[src/rtl/fetch_ctrl.sv]
// fetch_ctrl: instruction fetch sequencer.
//   Owns the program counter and issues instruction-memory reads with a
//   req/ack handshake. Returned words go into a 2-entry FIFO whose head is
//   presented to decode. Redirects flush the FIFO and the in-flight fetch.
//   Memory stalls and misaligned redirect targets are flagged as sticky errors.
//
// Ports:
//   clk            rising-edge clock
//   reset          asynchronous, active-low reset
//   stall_in       decode back-pressure (pop = fetch_valid & ~stall_in)
//   redirect_valid one-cycle redirect pulse
//   redirect_pc    redirect target (bits [1:0] are dropped)
//   imem_req       read request, held until imem_ack
//   imem_addr      read address, stable while imem_req = 1
//   imem_ack       read completes this cycle
//   imem_rdata     instruction word, sampled with imem_ack
//   fetch_valid    FIFO head valid
//   fetch_instr    FIFO head instruction
//   fetch_pc       FIFO head PC
//   err_timeout    sticky: a request waited TIMEOUT cycles
//   err_misalign   sticky: a redirect target had nonzero bits [1:0]
module fetch_ctrl #(
  parameter int unsigned       DATA_W   = 33,
  parameter logic [DATA_W-1:0] RESET_PC = '0,
  parameter int unsigned       TIMEOUT  = 255
) (
  input  logic              clk,
  input  logic              reset,
  input  logic              stall_in,
  input  logic              redirect_valid,
  input  logic [DATA_W-1:0] redirect_pc,
  output logic              imem_req,
  output logic [DATA_W-1:0] imem_addr,
  input  logic              imem_ack,
  input  logic [DATA_W-1:0] imem_rdata,
  output logic              fetch_valid,
  output logic [DATA_W-1:0] fetch_instr,
  output logic [DATA_W-1:0] fetch_pc,
  output logic              err_timeout,
  output logic              err_misalign
);

  typedef enum logic [1:0] {
    IDLE  = 2'd0,
    REQ   = 2'd1,
    DRAIN = 2'd2
  } state_t;

  localparam logic [7:0] TIMEOUT_CNT = 8'(TIMEOUT);

  function automatic logic [7:0] sat_inc8(input logic [7:0] v);
    return (v == 8'hFF) ? v : v + 8'd1;
  endfunction

  state_t            state_q, state_d;
  logic [DATA_W-1:0] pc_q, pc_d;
  logic [DATA_W-1:0] addr_q, addr_d;
  logic [1:0]        count_q, count_d;
  logic [DATA_W-1:0] q_instr_q [2];
  logic [DATA_W-1:0] q_instr_d [2];
  logic [DATA_W-1:0] q_pc_q [2];
  logic [DATA_W-1:0] q_pc_d [2];
  logic [7:0]        wait_q, wait_d;
  logic              err_to_q, err_to_d;
  logic              err_mis_q, err_mis_d;

  logic              pop;
  logic              push;
  logic              busy_after;
  logic [1:0]        wr_idx;

  // Handshake qualifiers for this cycle
  always_comb begin
    pop        = (count_q != 2'd0) && !stall_in && !redirect_valid;
    push       = (state_q == REQ) && imem_ack && !redirect_valid;
    // A request still outstanding after this edge (no ack yet)
    busy_after = (state_q != IDLE) && !imem_ack;
  end

  // Next-state: PC, FIFO occupancy, request issue
  always_comb begin
    state_d = state_q;
    pc_d    = pc_q;
    addr_d  = addr_q;
    count_d = count_q;

    if (redirect_valid) begin
      pc_d = {redirect_pc[DATA_W-1:2], 2'b00};
    end else if (push) begin
      pc_d = pc_q + DATA_W'(4);
    end

    if (redirect_valid) begin
      count_d = 2'd0;
    end else begin
      count_d = count_q - 2'(pop) + 2'(push);
    end

    // An ack always has room because a request is only issued when the
    // FIFO will hold at most one entry after this cycle.
    if (busy_after) begin
      state_d = redirect_valid ? DRAIN : state_q;
    end else if (count_d <= 2'd1) begin
      state_d = REQ;
      addr_d  = pc_d;
    end else begin
      state_d = IDLE;
    end
  end

  // FIFO storage: slot 0 is the head; a pop shifts slot 1 down
  always_comb begin
    q_instr_d = q_instr_q;
    q_pc_d    = q_pc_q;
    wr_idx    = count_q - 2'(pop);
    if (!redirect_valid) begin
      if (pop) begin
        q_instr_d[0] = q_instr_q[1];
        q_pc_d[0]    = q_pc_q[1];
      end
      if (push) begin
        if (wr_idx[0]) begin
          q_instr_d[1] = imem_rdata;
          q_pc_d[1]    = addr_q;
        end else begin
          q_instr_d[0] = imem_rdata;
          q_pc_d[0]    = addr_q;
        end
      end
    end
  end

  // Wait counter and sticky error flags
  always_comb begin
    wait_d    = wait_q;
    err_to_d  = err_to_q;
    err_mis_d = err_mis_q | (redirect_valid & (|redirect_pc[1:0]));
    if (state_q != IDLE) begin
      if (imem_ack) begin
        wait_d = 8'd0;
      end else begin
        wait_d = sat_inc8(wait_q);
        if (wait_d >= TIMEOUT_CNT) begin
          err_to_d = 1'b1;
        end
      end
    end
  end

  always_ff @(posedge clk or negedge reset) begin
    if (!reset) begin
      state_q      <= IDLE;
      pc_q         <= RESET_PC;
      addr_q       <= '0;
      count_q      <= 2'd0;
      q_instr_q[0] <= '0;
      q_instr_q[1] <= '0;
      q_pc_q[0]    <= '0;
      q_pc_q[1]    <= '0;
      wait_q       <= 8'd0;
      err_to_q     <= 1'b0;
      err_mis_q    <= 1'b0;
    end else begin
      state_q      <= state_d;
      pc_q         <= pc_d;
      addr_q       <= addr_d;
      count_q      <= count_d;
      q_instr_q[0] <= q_instr_d[0];
      q_instr_q[1] <= q_instr_d[1];
      q_pc_q[0]    <= q_pc_d[0];
      q_pc_q[1]    <= q_pc_d[1];
      wait_q       <= wait_d;
      err_to_q     <= err_to_d;
      err_mis_q    <= err_mis_d;
    end
  end

  assign imem_req     = (state_q != IDLE);
  assign imem_addr    = addr_q;
  assign fetch_valid  = (count_q != 2'd0);
  assign fetch_instr  = q_instr_q[0];
  assign fetch_pc     = q_pc_q[0];
  assign err_timeout  = err_to_q;
  assign err_misalign = err_mis_q;

endmodule

[config.mk]
export PLATFORM = sky130hd
export DESIGN_NAME = fetch_ctrl
export DESIGN_NICKNAME = d
export VERILOG_FILES = /design/src/rtl/fetch_ctrl.sv
export SDC_FILE = /design/constraint.sdc
export NUM_CORES = 1
export LEC_CHECK = 0
export BUFFER_PORTS_ARGS = -buffer_cell sky130_fd_sc_hd__buf_2
export CORE_MARGIN = 2
export CORE_UTILIZATION = 40
export CTS_CLUSTER_DIAMETER = 120
export DETAILED_ROUTE_END_ITERATION = 12
export GPL_TIMING_DRIVEN = 0
export PLACE_DENSITY = 0.58
export SYNTH_ARGS = -nofsm -noshare
export SYNTH_HDL_FRONTEND = slang
export SYNTH_SLANG_ARGS = --single-unit
[constraint.sdc]
create_clock -name clk -period 3.8 [get_ports clk]
set_input_delay 0.38 -clock clk [delete_from_list [all_inputs] [get_ports clk]]
set_output_delay 0.38 -clock clk [all_outputs]
set_load 0.05 [all_outputs]
* After elaboration in Yosys (flattened, before gate mapping)
Cells that the tools add are included.
W data, S select, Z words.
** Word-level totals
- Register bits after elaboration :: 212
- Input bits :: 71
- Output and inout port bits :: 103
- Logic and storage cells :: 55
** Operators by class
- Add/subtract/negate cells :: 4
- Magnitude comparators :: 2
- Equal/unequal tests :: 3
- Muxes and demuxes :: 16
- Bitwise operators :: 5
- Reduce and logical (&&, ||, !) cells :: 14
** Operators with widths (number)
- $mux W33 :: 8
- $mux W66 :: 2
- $add A33 B3 Y33 const B :: 1
- $mux W8 :: 2
- $add A8 B1 Y8 const B :: 1
- $eq A8 B8 Y1 const B :: 1
- $ge A8 B8 Y1 const B :: 1
- $mux W2 :: 3
- $reduce_and A3 Y1 :: 2
- $logic_and A1 B1 Y1 :: 5
- $reduce_bool A2 Y1 :: 2
- $logic_not A1 Y1 :: 3
- $not A1 Y1 :: 3
- $add A2 B1 Y2 :: 1
- $eq A2 B1 Y1 const B :: 1
- $le A2 B1 Y1 const B :: 1
- $ne A2 B2 Y1 const B :: 1
- $reduce_and A2 Y1 :: 1
- $reduce_or A2 Y1 :: 1
- $sub A2 B1 Y2 :: 1
- $and A1 B1 Y1 :: 1
- $mux W1 :: 1
- $or A1 B1 Y1 :: 1

* Longest topological paths before layout
- Depth in word-level cells :: 9
- Depth in mapped cells :: 14
- Gate-level depth less buffers :: 11

* Least setup slack after synthesis
OpenSTA, ideal clock, no wires.
- Path type :: input -> register
- Start point :: input redirect_valid
- End point :: register addr_q[10] (netlist: imem_addr[10])
- Library setup time :: 0.125 ns
- Data arrival time :: 2.954 ns
- Data required time :: 3.675 ns
- Path slack :: 0.721 ns
- Stages :: 12
- Buffers on the path :: 3
- Path through :: or3_1 clkbuf_1 inv_1 clkbuf_1 ha_1 inv_1 ha_1 xnor3_1 nor2_1 nor2_1 buf_2 mux2_2
** Between the ends
- Longest elaborated chain between the ends :: 7
- Elaborated cells on any way between the ends :: 10
- Those cells by class :: add/sub: 2; order compare: 1; mux: 3; reduce/logical: 4
** RTL lines
- start: declaration :: line 30 : input logic redirect_valid,
- $logic_not A1 Y1
- $logic_and A1 B1 Y1 :: line 74 : pop = (count_q != 2'd0) && !stall_in && !redirect_valid;
- $sub A2 B1 Y2
- $add A2 B1 Y2 :: line 96 : count_d = count_q - 2'(pop) + 2'(push);
- $mux W2 (*) :: line 93 : if (redirect_valid) begin
- named net count_d[1] :: line 58 : logic [1:0] count_q, count_d;
- $le A2 B1 Y1 (*) :: line 103 : end else if (count_d <= 2'd1) begin
- $reduce_and A2 Y1 (no line) (*)
- end signal: assignment :: line 166 : addr_q <= addr_d;
- end: declaration :: line 57 : logic [DATA_W-1:0] addr_q, addr_d;
Mark *: on every way through the listed nets, which the timed path passes. The rest lies on a longest branch.
A chain may end at the register's enable or synchronous reset.

* Final worst setup path
- Start point :: register count_q[1]
- End point :: register addr_q[12] (netlist: imem_addr[12])
** Between the ends
- Longest elaborated chain between the ends :: 8
** RTL lines
- start: declaration :: line 58
- start signal: assignment :: line 167 : count_q <= count_d;
- $reduce_bool A2 Y1 :: line 74
- $logic_and A1 B1 Y1 (2 in series) :: line 74
- $sub A2 B1 Y2 (*)
- $add A2 B1 Y2 (*) :: line 96
- $mux W2 (*) :: line 93
- named net count_d[1] :: line 58
- $le A2 B1 Y1 (*) :: line 103
- $reduce_and A2 Y1 (no line) (*)
Marks and branches as above.

==> results.sh <==
export IMPL_chipHeight_um=162.8
export IMPL_status="complete, no violations"
export IMPL_synth_area_leaders="dfrtp_1, mux2_2, buf_4"
export IMPL_finalPower_mw=9.812
export IMPL_syn_area_sq_um=10090
export IMPL_worstSetupStartpointType="flop"
export IMPL_h_tree_depth=1
export IMPL_place_area_sq_um=11440
export IMPL_core_area_sq_um=24960
export IMPL_antenna_found_initial=0
export IMPL_slew_headroom=0.5282
export IMPL_grt_overflow=0
export IMPL_ys_types=58
export IMPL_initial_utilization=0.4043
export IMPL_tightest_slew_ns=0.7077
export IMPL_synthXorXnorAreaFrac=0.01872
export IMPL_cap_violations=0
export IMPL_yosys_most_used_dff="dfrtp_1"
export IMPL_cts_num_sinks=212
export IMPL_numPortBuffers=173
export IMPL_yosysSeqAreaShare=0.5257
export IMPL_drc=0
export IMPL_critPathCaptureType="flop"
export IMPL_synth_top_cell_area_share=0.5257
export IMPL_yosys_register_bits=212
export IMPL_drive_gt1_frac=0.3208
export IMPL_synth_top_family_by_area="simple AND/OR/NAND/NOR gates"
export IMPL_grt_max_degree=119
export IMPL_fin_crit_ns=3.556
export IMPL_ys_warn_count=0
export IMPL_grt_pass1_wl_mm=43.10
export IMPL_fmax_mhz=281.2
export IMPL_ant_nets=0
export IMPL_io_pins=174
export IMPL_p_leak_nw=5.490
export IMPL_drt_total_wl_mm=27.06
export IMPL_syn_nets=1056
export IMPL_gp_congestion=0.8526
export IMPL_worst_clock_skew_ns=0.01420
export IMPL_rsz0062_at_grt="false"
export IMPL_finalMaxSlewViolations=0
export IMPL_routed_via_density=5.188
export IMPL_cts_tree="built"
export IMPL_synth_cells=981
export IMPL_synth_compound_area_frac=0.1008
export IMPL_hold_path_class="in -> reg"
export IMPL_cts_buffer_depth=3
export IMPL_cts_root_buf="clkbuf_16"
export IMPL_cts_made_buffers=24
export IMPL_crit_type="reg -> reg"
export IMPL_clkTransAtPathRegs_ns=0.06
export IMPL_ir_drop_mv=0.4789
export IMPL_synth_area_per_cell_sq_um=10.29
export IMPL_drt_iter0_drc=527
export IMPL_powerDensity_nw_per_um2=801.1
export IMPL_cp_arrival_ns=3.96
export IMPL_synthSimpleGateAreaFrac=0.1728
export IMPL_syn2layout_area_growth_pct=21.37
export IMPL_setup_tns_ns=0
export IMPL_synth_adder_area_share=0.004959
export IMPL_nets=1257
export IMPL_hpwl_mm=19.30
export IMPL_rows=58
export IMPL_clk_latency_ns=0.52
export IMPL_first_pass_iters=5
export IMPL_wl_per_cell_um=17.69
export IMPL_final_hold_viol_count=0
export IMPL_grtUsageTotal=0.2048
export IMPL_cp_required_ns=4.20
export IMPL_vias=7938
export IMPL_postSynth_asyncResetShare=1.000
export IMPL_synthMuxAreaShare=0.09993
export IMPL_dieWidth_um=162.8
export IMPL_path_max_fanout=12
export IMPL_stdcell_area_sq_um=12250
export IMPL_diodes=0
export IMPL_first_global_vias=7878
export IMPL_die_area_sq_um=26520
export IMPL_fin_crit_sh=0.9358
export IMPL_setup_viol=0
export IMPL_synth_edff_count=0
export IMPL_holdWs_ns=0.07062
export IMPL_yosysTopAreaCell="dfrtp_1"
worst paths after layout:
check / from / to / slack, ns / cells past startpoint
setup / recovery: count_q[1]$_DFF_PN0_ / imem_addr[12]$_DFFE_PN0P_ / 0.24 / 12
hold / removal: imem_rdata[10] / fetch_instr[10]$_DFFE_PN0N_ / 0.07 / 3
setup reg to reg: count_q[1]$_DFF_PN0_ / imem_addr[12]$_DFFE_PN0P_ / 0.24 / 12
min in group asynchronous: reset / fetch_pc[26]$_DFFE_PN0N_ / 0.51 / 3
max in group asynchronous: reset / fetch_instr[31]$_DFFE_PN0N_ / 2.39 / 4
hold reg to reg: err_misalign$_DFF_PN0_ / err_misalign$_DFF_PN0_ / 0.46 / 1
cells by family (layout without fill, tap and decap cells):
| kind of cell | after synthesis | in the layout |
|---|---|---|
| flops | 212 | 212 |
| buf+inv | 139 | 358 |
| simple gates | 372 | 372 |
| compound gates | 144 | 144 |
| mux | 90 | 90 |
| xor+xnor | 20 | 20 |
| fa+ha+maj | 4 | 4 |
worst max-delay path: stages (launching register included):
cell,delay [ns]
dfrtp_1,0.36
nor2_1,0.09
or3_1,0.42
clkbuf_1,0.19
inv_1,0.39
ha_1,0.33
inv_1,0.08
ha_1,0.23
xnor3_1,0.21
nor2_1,0.11
nor2_4,0.33
buf_2,0.33
mux2_2,0.37
area by class of cell:
| type | instances | area [sq um] |
|---|---|---|
| repair buffers | 176 | 940.9 |
| clock inverters | 12 | 101.3 |
| plain buffers | 126 | 732.0 |
| well taps | 330 | 412.9 |
| inverters | 12 | 47.55 |
| fillers | 2418 | 12710 |
| multi-input cells | 630 | 4019 |
| flip-flops and latches | 212 | 5305 |
| clock buffers | 32 | 690.7 |
power breakdown:
part | leakage (nW) | internal (mW) | switching (mW)
clock | 0.394 | 1.35 | 0.946
combinational | 2.48 | 1.40 | 2.53
sequential | 2.62 | 3.06 | 0.532
metal layers:
layer,routed length [um],vias to the layer above,global-route usage,share of wire
met4,590,0,0.05390,0.022
met2,12260,203,0.3230,0.45
met3,1497,34,0.03107,0.055
li1,-,3823,-,-
met5,0,-,0,0
met1,12720,3878,0.2955,0.47
placed cells by master, fill, tap and decap left out, drive strengths merged, types with 12 or more instances in the layout:
master and count:
a21oi 16, buf 256, clkbuf 77, dfrtp 212
inv 12, mux2 86, nand2 116, nand3 26
nand4 14, nor2 91, nor3 70, nor4 15
o21ai 21, o31ai 65, xnor2 13
timing repair:
action | in CTS | in global routing
endpoints found under the hold margin | 117 | 0
hold buffers | 1 | 0
resized for setup | 2 | 5
setup endpoints to repair | 112 | 92
buffers inserted | 0 | 0
synthesized netlist by cell type (5+ instances only):
library cell and number:
dfrtp_1 212, nand2_1 116, nor2_1 91, mux2_2 86, nor3_1 70, buf_4 67, o31ai_1 65, clkbuf_1 45
nand3_1 26, o21ai_0 21, a21oi_1 16, nor4_1 14, buf_1 13, nand4_1 13, xnor2_1 13, inv_1 11
a31oi_1 9, and3_1 8, nor2b_1 8, o211ai_1 8, xor2_1 6, and2_1 5
through the flow:
step | utilization | std cells | worst slack [ns]
4_1_cts | 0.4902 | 1530 | 0.04527
3_5_place_dp | 0.4581 | 1486 | -0.5426
6_report | 0.4907 | 1530 | 0.2438
2_1_floorplan | - | 981 | 0.7211
5_1_grt | 0.4907 | 1530 | 0.01815
3_3_place_gp | 0.4555 | 1484 | -1.522
registers in the layout, indices dropped and copies added (netlist names):
name	flops
imem_addr	33
q_instr_q	33
q_pc_q	33
fetch_instr	33
state_q	2
pc_q	33
wait_q	8
fetch_pc	33
count_q	2
err_timeout	1
err_misalign	1
Power figures use the tool's default switching activity.
